===== config.mk =====
export PLATFORM = sky130hd
export DESIGN_NAME = monster_queue_flat
export DESIGN_NICKNAME = d
export VERILOG_FILES = /design/src/rtl/monster_queue_if.sv /design/src/rtl/monster_queue.sv /design/src/flat_wrapper.sv
export SDC_FILE = /design/constraint.sdc
export NUM_CORES = 1
export LEC_CHECK = 0
export CAP_MARGIN = 10
export CORE_MARGIN = 2
export CORE_UTILIZATION = 58
export CTS_CLUSTER_SIZE = 24
export DETAILED_ROUTE_END_ITERATION = 8
export PLACE_DENSITY = 0.93
export SLEW_MARGIN = 20
export SYNTH_ARGS = -nofsm -noshare
export SYNTH_HDL_FRONTEND = slang
export SYNTH_SLANG_ARGS = --single-unit

===== constraint.sdc =====
create_clock -name clk -period 5.7 [get_ports clk]
set_input_delay 0.855 -clock clk [delete_from_list [all_inputs] [get_ports clk]]
set_output_delay 0.855 -clock clk [all_outputs]
set_load 0.01 [all_outputs]

===== src/rtl/monster_queue_if.sv =====
// Bundles the game-facing signals of monster_queue.
//   master: game controller / testbench side (drives start, btn, random feed, rd_idx)
//   slave : monster_queue side (drives need_random, rd_type, score, misses, hit, miss, gameover)
interface monster_queue_if #(
  parameter int unsigned LANES      = 3,
  parameter int unsigned DEPTH      = 6,
  parameter int unsigned TYPE_W     = 2,
  parameter int unsigned MISS_LIMIT = 3,
  parameter int unsigned SCORE_W    = 8
);
  localparam int unsigned IDX_W  = (DEPTH > 1) ? $clog2(DEPTH) : 1;
  localparam int unsigned MISS_W = $clog2(MISS_LIMIT + 1);

  logic               start;
  logic [LANES-1:0]   btn;
  logic               rand_valid;
  logic [TYPE_W-1:0]  rand_type;
  logic               need_random;
  logic [IDX_W-1:0]   rd_idx;
  logic [TYPE_W-1:0]  rd_type;
  logic [SCORE_W-1:0] score;
  logic [MISS_W-1:0]  misses;
  logic               hit;
  logic               miss;
  logic               gameover;

  modport master (
    output start, btn, rand_valid, rand_type, rd_idx,
    input  need_random, rd_type, score, misses, hit, miss, gameover
  );

  modport slave (
    input  start, btn, rand_valid, rand_type, rd_idx,
    output need_random, rd_type, score, misses, hit, miss, gameover
  );
endinterface


===== src/rtl/monster_queue.sv =====
// Monster-punching game queue. A DEPTH-slot queue of monster codes (0 = empty,
// k = monster beaten by button k-1) is filled from a random source, then the
// player punches the front monster. Correct punches score and shift the queue,
// wrong punches (or an optional front-monster timeout) count misses; MISS_LIMIT
// misses end the game.
// Ports:
//   clk - clock
//   rst - asynchronous active-high reset
//   bus - monster_queue_if.slave: start, btn, random feed (rand_valid/rand_type,
//         need_random), renderer read (rd_idx/rd_type), score, misses, hit/miss
//         pulses, gameover
module monster_queue #(
  parameter int unsigned LANES      = 3,
  parameter int unsigned DEPTH      = 6,
  parameter int unsigned TYPE_W     = 2,
  parameter int unsigned MISS_LIMIT = 3,
  parameter int unsigned TIMEOUT    = 0,
  parameter int unsigned SCORE_W    = 8
) (
  input logic           clk,
  input logic           rst,
  monster_queue_if.slave bus
);
  localparam int unsigned IDX_W   = (DEPTH > 1) ? $clog2(DEPTH) : 1;
  localparam int unsigned MISS_W  = $clog2(MISS_LIMIT + 1);
  localparam int unsigned AGE_W   = (TIMEOUT > 1) ? $clog2(TIMEOUT) : 1;
  localparam int unsigned AGE_MAX = (TIMEOUT > 0) ? TIMEOUT - 1 : 0;

  typedef enum logic [1:0] {StIdle, StFill, StPlay, StOver} state_e;

  state_e             state_q;
  logic [TYPE_W-1:0]  slot_q [DEPTH];
  logic [IDX_W-1:0]   fill_cnt_q;
  logic [SCORE_W-1:0] score_q;
  logic [MISS_W-1:0]  misses_q;
  logic [AGE_W-1:0]   age_q;
  logic               hit_q;
  logic               miss_q;

  logic [TYPE_W-1:0] front;
  logic [TYPE_W-1:0] rand_code;
  logic [LANES-1:0]  want_btn;
  logic              front_full;
  logic              btn_hit;
  logic              btn_miss;
  logic              timeout;
  logic              limit_hit;
  logic              play_active;
  logic              shift;
  logic              tail_empty;
  logic              take_rand;

  always_comb begin
    front      = slot_q[0];
    front_full = (front != '0);
    want_btn   = '0;
    if (front_full) want_btn = LANES'(1) << (front - 1'b1);
    // Exact match against the one-hot lane also rejects multi-bit presses.
    btn_hit    = front_full && (bus.btn == want_btn);
    btn_miss   = front_full && (bus.btn != '0) && !btn_hit;
    // Any button press pre-empts the timeout in the same cycle.
    timeout    = (TIMEOUT != 0) && front_full && (bus.btn == '0) &&
                 (age_q == AGE_W'(AGE_MAX));
    limit_hit   = (misses_q == MISS_W'(MISS_LIMIT));
    play_active = (state_q == StPlay) && !limit_hit;
    shift       = play_active && (btn_hit || timeout);
    tail_empty  = (slot_q[DEPTH-1] == '0);
    // A shift vacates the tail, so a code offered alongside it is always taken.
    take_rand   = play_active && bus.rand_valid && (tail_empty || shift);
    if ((bus.rand_type == '0) || (32'(bus.rand_type) > LANES)) rand_code = TYPE_W'(1);
    else                                                       rand_code = bus.rand_type;
  end

  always_ff @(posedge clk or posedge rst) begin
    if (rst) begin
      state_q    <= StIdle;
      fill_cnt_q <= '0;
      score_q    <= '0;
      misses_q   <= '0;
      age_q      <= '0;
      hit_q      <= 1'b0;
      miss_q     <= 1'b0;
      for (int i = 0; i < int'(DEPTH); i++) slot_q[i] <= '0;
    end else begin
      hit_q  <= 1'b0;
      miss_q <= 1'b0;
      unique case (state_q)
        StIdle, StOver: begin
          if (bus.start) begin
            state_q    <= StFill;
            fill_cnt_q <= '0;
            score_q    <= '0;
            misses_q   <= '0;
            age_q      <= '0;
            for (int i = 0; i < int'(DEPTH); i++) slot_q[i] <= '0;
          end
        end
        StFill: begin
          if (bus.rand_valid) begin
            slot_q[fill_cnt_q] <= rand_code;
            fill_cnt_q         <= fill_cnt_q + 1'b1;
            if (fill_cnt_q == IDX_W'(DEPTH - 1)) state_q <= StPlay;
          end
        end
        StPlay: begin
          if (limit_hit) begin
            state_q <= StOver;
            for (int i = 0; i < int'(DEPTH); i++) slot_q[i] <= '0;
          end else begin
            if (shift) begin
              for (int i = 0; i < int'(DEPTH) - 1; i++) slot_q[i] <= slot_q[i+1];
              slot_q[DEPTH-1] <= take_rand ? rand_code : '0;
            end else if (take_rand) begin
              slot_q[DEPTH-1] <= rand_code;
            end
            if (btn_hit) begin
              hit_q <= 1'b1;
              if (score_q != '1) score_q <= score_q + 1'b1;
            end
            if (btn_miss || timeout) begin
              miss_q   <= 1'b1;
              misses_q <= misses_q + 1'b1;
            end
            // Age saturates so a timeout pre-empted by a wrong press fires later.
            if (shift || !front_full)        age_q <= '0;
            else if (age_q != AGE_W'(AGE_MAX)) age_q <= age_q + 1'b1;
          end
        end
        default: state_q <= StIdle;
      endcase
    end
  end

  assign bus.need_random = (state_q == StFill) || ((state_q == StPlay) && tail_empty);
  assign bus.rd_type     = (32'(bus.rd_idx) < DEPTH) ? slot_q[bus.rd_idx] : '0;
  assign bus.score       = score_q;
  assign bus.misses      = misses_q;
  assign bus.hit         = hit_q;
  assign bus.miss        = miss_q;
  assign bus.gameover    = (state_q == StOver);
endmodule


===== src/flat_wrapper.sv =====
// flat-port wrapper written by rule: the top's interface ports become plain ports
module monster_queue_flat 
#(
  parameter int unsigned LANES      = 3,
  parameter int unsigned DEPTH      = 6,
  parameter int unsigned TYPE_W     = 2,
  parameter int unsigned MISS_LIMIT = 3,
  parameter int unsigned TIMEOUT    = 0,
  parameter int unsigned SCORE_W    = 8
)
  (clk, rst, bus_start, bus_btn, bus_rand_valid, bus_rand_type, bus_rd_idx, bus_need_random, bus_rd_type, bus_score, bus_misses, bus_hit, bus_miss, bus_gameover);
  monster_queue_if #(.LANES(LANES), .DEPTH(DEPTH), .TYPE_W(TYPE_W), .MISS_LIMIT(MISS_LIMIT), .SCORE_W(SCORE_W)) bus_i ();
  input logic clk;
  input logic rst;
  input wire logic [$bits(bus_i.start)-1:0] bus_start;
  input wire logic [$bits(bus_i.btn)-1:0] bus_btn;
  input wire logic [$bits(bus_i.rand_valid)-1:0] bus_rand_valid;
  input wire logic [$bits(bus_i.rand_type)-1:0] bus_rand_type;
  input wire logic [$bits(bus_i.rd_idx)-1:0] bus_rd_idx;
  output wire logic [$bits(bus_i.need_random)-1:0] bus_need_random;
  output wire logic [$bits(bus_i.rd_type)-1:0] bus_rd_type;
  output wire logic [$bits(bus_i.score)-1:0] bus_score;
  output wire logic [$bits(bus_i.misses)-1:0] bus_misses;
  output wire logic [$bits(bus_i.hit)-1:0] bus_hit;
  output wire logic [$bits(bus_i.miss)-1:0] bus_miss;
  output wire logic [$bits(bus_i.gameover)-1:0] bus_gameover;
  assign bus_i.start = bus_start;
  assign bus_i.btn = bus_btn;
  assign bus_i.rand_valid = bus_rand_valid;
  assign bus_i.rand_type = bus_rand_type;
  assign bus_i.rd_idx = bus_rd_idx;
  assign bus_need_random = bus_i.need_random;
  assign bus_rd_type = bus_i.rd_type;
  assign bus_score = bus_i.score;
  assign bus_misses = bus_i.misses;
  assign bus_hit = bus_i.hit;
  assign bus_miss = bus_i.miss;
  assign bus_gameover = bus_i.gameover;
  monster_queue #(.LANES(LANES), .DEPTH(DEPTH), .TYPE_W(TYPE_W), .MISS_LIMIT(MISS_LIMIT), .TIMEOUT(TIMEOUT), .SCORE_W(SCORE_W)) u_core (.clk(clk), .rst(rst), .bus(bus_i));
endmodule

=== Word-level counts from Yosys, hierarchy flattened ===
Index checks and enable logic that the tools add are counted.

* Register bits: 29
* Input bits: 12
* Output and inout bits: 16
* Logic and storage cells: 107

* Add/sub/neg operators: 4
* $lt $le $gt $ge: 4
* Equal/unequal tests: 17
* Shift-type cells: 1
* Muxes and demuxes: 40
* Bitwise operators: 2
* Reductions and logical operators: 27

{| class="wikitable"
|+ Operator list
! operator !! count
|-
| $mux 12 || 3
|-
| $pmux 12 s3 || 1
|-
| $mux 8 || 4
|-
| $mux 2 || 15
|-
| $pmux 8 s2 || 1
|-
| $bwmux 12 || 1
|-
| $mux 10 || 1
|-
| $logic_and 1x1->1 || 9
|-
| $mux 3 || 3
|-
| $reduce_and 3->1 || 3
|-
| $add 8x1->8 const B || 1
|-
| $ge 4x4->1 const B || 2
|-
| $ne 2x1->1 const B || 4
|-
| $ne 2x2->1 const B || 4
|-
| $ne 8x8->1 const B || 1
|-
| $not 3->4 || 2
|-
| $reduce_and 4->1 || 2
|-
| $bmux 2 s3 || 1
|-
| $demux 2 s3 || 1
|-
| $eq 2x2->1 const B || 3
|-
| $logic_not 2->1 || 3
|-
| $mux 1 || 6
|-
| $pmux 2 s3 || 1
|-
| $pmux 3 s2 || 1
|-
| other kinds (18) || 22
|}

=== Logic depth before layout (Yosys ltp) ===
* Depth after elaboration: 12
* Gate-level depth with buffers: 9
* Mapped depth without buffers: 7

=== Least setup slack after synthesis ===
OpenSTA, ideal clock, no wires.

* Path kind: input to output
* Start point: in bus_rd_idx[2]
* End point: out bus_rd_type[1]
* Data arrival time: 1.528 ns
* Required time: 4.845 ns
* Slack: 3.317 ns
* Cell stages on the path: 3
* Buffers on the path: 0
* Path through: mux4_1 > inv_1 > o22ai_1

* Cells in the longest elaborated chain, start to end: 5
* Elaborated cells between the ends (all ways): 6
* Classes of those cells: 1 x order compare; 4 x mux; 1 x bitwise

{| class="wikitable"
|+ Ends and longest elaborated chain
! what !! line !! source
|-
| from (decl) || flat_wrapper.sv:19 || <nowiki>input wire logic [$bits(bus_i.rd_idx)-1:0] bus_rd_idx;</nowiki>
|-
| $not 3->4 (not written as such) || monster_queue.sv:135 || <nowiki>assign bus.rd_type = (32'(bus.rd_idx) < DEPTH) ? slot_q[bus.rd_idx] : '0;</nowiki>
|-
| $bmux 2 s3 || monster_queue.sv:135 ||
|-
| $mux 2 (not written as such) (2 in a row) || monster_queue.sv:135 ||
|-
| $mux 2 * || monster_queue.sv:135 ||
|-
| to (decl) || flat_wrapper.sv:21 || <nowiki>output wire logic [$bits(bus_i.rd_type)-1:0] bus_rd_type;</nowiki>
|}

Every way passes the cells marked *; elsewhere a longest branch is shown, timed or not. The select of a mux whose other input is x is not followed.

=== Worst setup path after layout ===
* Start point: in bus_rd_idx[0]
* End point: out bus_rd_type[0]

Same word-level chain as after synthesis.

==> out/metrics.cfg <==
[yosys]
synth_seq_area_share = 0.378
syn_area_sq_um = 1920
synth_nets = 236
ys_ff_latch = 29
synth_area_per_cell_sq_um = 8.88
synth_top_area_frac = 0.378
synthArstFlopShare = 1.00
yosys.area.top_type = dfrtp_1
synth_edf_count = 0
yosys_warnings = 0
synth.area.top_cells = dfrtp_1 38%, nand2_1 5.3%, ha_1 5.2%
syn_inst = 216
synthFlopType = dfrtp_1
ys_types = 42

[cells_and_area]
syn2layout_area_growth_pct = 19.8
final_util = 0.741
drive_gt1_frac = 0.0744
nets = 261
mostFrequentLayoutCell = dfrtp_1
antennaDiodeCount = 0
layout_common_cells = 29 x dfrtp_1, 27 x nand2_1, 27 x clkdlybuf4s50_1, 15 x o21ai_0, 15 x nor2_1

[global_route]
globalRouteTotalUtil = 0.255
first_global_vias = 1603
grt_max_degree = 30
gr-total-overflow = 0
antenna_found_initial = 0
grt_pass1_wl_microns = 7090

[hold_path]
min_path_type = reg -> reg
holdPathEnd = u_core.state_q[1]
min_path_cells = 2
hp-start = u_core.state_q[1]

[sta]
fin_setup_tns_ns = 0
setup_viol = 0
rsz0062_at_grt = no
slew_viol_final = 0
fin_crit_ns = 3.52
hold_viol = 0
setup_ws_ns = 2.18
min_period_over_period = 0.617
fmax_mhz = 284
worst_pin_slew_ns = 1.02
finalClockSkew_ns = 0.00762
fin_hold_ws_ns = 0.567
relSlewSlack = 0.320

[worst_setup_path]
ff2ff_path_depth = 7
path_common_cell = clkdlybuf4s50_1
path_max_fanout = 4
crit_path_start_kind = primary input
crit_type = in -> out
slowest_stage = clkdlybuf4s50_1
path_cells = clkdlybuf4s50_1 > mux4_2 > inv_1 > o22ai_1 > clkdlybuf4s50_1
cp.buffers_inverters = 3
cp_top_family = buffers and inverters
cp.arrival_ns = 2.66
max_stage_delay_ns = 0.60
cp_data_required_time_ns = 4.85
rrSetupSlack_ns = 2.82
reg2reg_from = u_core.state_q[0]
r2r_end = u_core.bus.score[5]
endpoint_kind = primary output

[detailed_routing]
vias = 1767
drc_errors = 0
avgRoutedWirePerCell_microns = 15.3
avgViaCountPerCell = 6.18
dr.first_iter.drc_count = 156
ant_nets = 0
dr.pass1.iters = 5
wl_microns = 4370

[floorplan]
placementRows = 20
core_sq_um = 3100
io_pins = 28
dieArea_sq_um = 3780
die_h_microns = 61.5
fp.dieW_microns = 61.5
initial_utilization = 0.618

[placed_design]
port_buffers = 27
dp_slack_ns = 2.25
place_congestion = 0.833
dpl.hpwl_microns = 2990

[clock_tree]
post_cts_buffers = 0
postCtsResizedCells = 0
cts_hold_buf = 0
cts_buffer_depth = 2
cts_tree = yes
clkTransAtPathRegs_ns = 0.09
cts-htree-levels = 2
insertion_delay_ns = 0.33
cts_buffers = 5
cts_root_buf = clkbuf_4
clock_sinks = 29

[pwr]
max-vdd-ir-drop_uv = 261
power_density_nw_per_um2 = 413
p_leak_uw = 0.000923
finalPower_uw = 949

[job]
maxCapViolations = 0

[outcome]
outcome = complete, no violations

==> per-layer routing <==
layer,up-vias,share of wire,GRT usage
li1,844,-,-
met1,822,0.43,0.326
met2,87,0.48,0.411
met3,14,0.073,0.0630
met4,0,0.024,0.106
met5,-,0,0
==> report_power, final <==
| group | switching [uW] | internal, uW |
|---|---|---|
| Combinational | 290 | 185 |
| Sequential | 55.3 | 242 |
| Clock | 72.8 | 105 |
==> how the worst max path moves through the flow <==
stage | to | start | slack [ns] | cells after the start
detailed placement | bus_rd_type[0] | bus_rd_idx[0] | 2.25 | 5
global placement | bus_rd_type[0] | bus_rd_idx[0] | 2.29 | 5
floorplan | bus_rd_type[1] | bus_rd_idx[2] | 3.32 | 3
CTS | bus_rd_type[0] | bus_rd_idx[0] | 2.19 | 5
finish | bus_rd_type[0] | bus_rd_idx[0] | 2.18 | 5
global route | bus_rd_type[0] | bus_rd_idx[0] | 2.13 | 5
==> final cells by class <==
| class | instances | area [sq um] |
|---|---|---|
| inverter | 8 | 30.0 |
| clock buffer | 7 | 55.1 |
| timing repair buffer | 28 | 278 |
| clock inverter | 1 | 30.0 |
| sequential | 29 | 726 |
| fill | 240 | 805 |
| multi-input combinational | 169 | 1120 |
| tap | 44 | 55.1 |
==> cell families (layout without fill, tap and decap cells) <==
group                    count (synthesis)  in the layout  share of synthesized area
AO/OA/AOI/OAI                           64             64                      0.228
XOR/XNOR                                 2              2                    0.00913
adder cells (fa/ha/maj)                  8              8                     0.0522
buffers and inverters                   18             44                     0.0352
flip-flops                              29             29                      0.378
multiplexers                            10             10                     0.0691
AND/OR/NAND/NOR                         85             85                      0.228
==> flip-flops by register name, summed over array words and instances (netlist names) <==
name and flops:
u_core.slot_q 10, u_core.bus.score 8, u_core.fill_cnt_q 3, u_core.bus.misses 2, u_core.front 2, u_core.state_q 2
u_core.bus.hit 1, u_core.bus.miss 1
==> cells in the mapped netlist, types with 3 or more instances <==
master	count
a21oi_1	14
a22oi_1	8
clkbuf_1	10
dfrtp_1	29
ha_1	8
inv_1	8
mux2_2	3
mux2i_1	5
nand2_1	27
nand2b_1	5
nand3_1	8
nand3b_1	4
nor2_1	15
nor2b_1	7
nor3_1	3
nor3b_1	3
o21ai_0	16
o22ai_1	3
o31ai_1	12
==> worst min-delay path, cell delays in order (launching register included) <==
cell	delay, ns
dfrtp_1	0.42
nand2_1	0.06
o21ai_0	0.06
==> through the flow <==
stage               std cells  area (sq um)
floorplan                 216          1920
global placement          278          2210
detailed placement        278          2210
CTS                       286          2300
global route              286          2300
finish                    286          2300
Note: power is estimated with default switching activity, not from simulation.
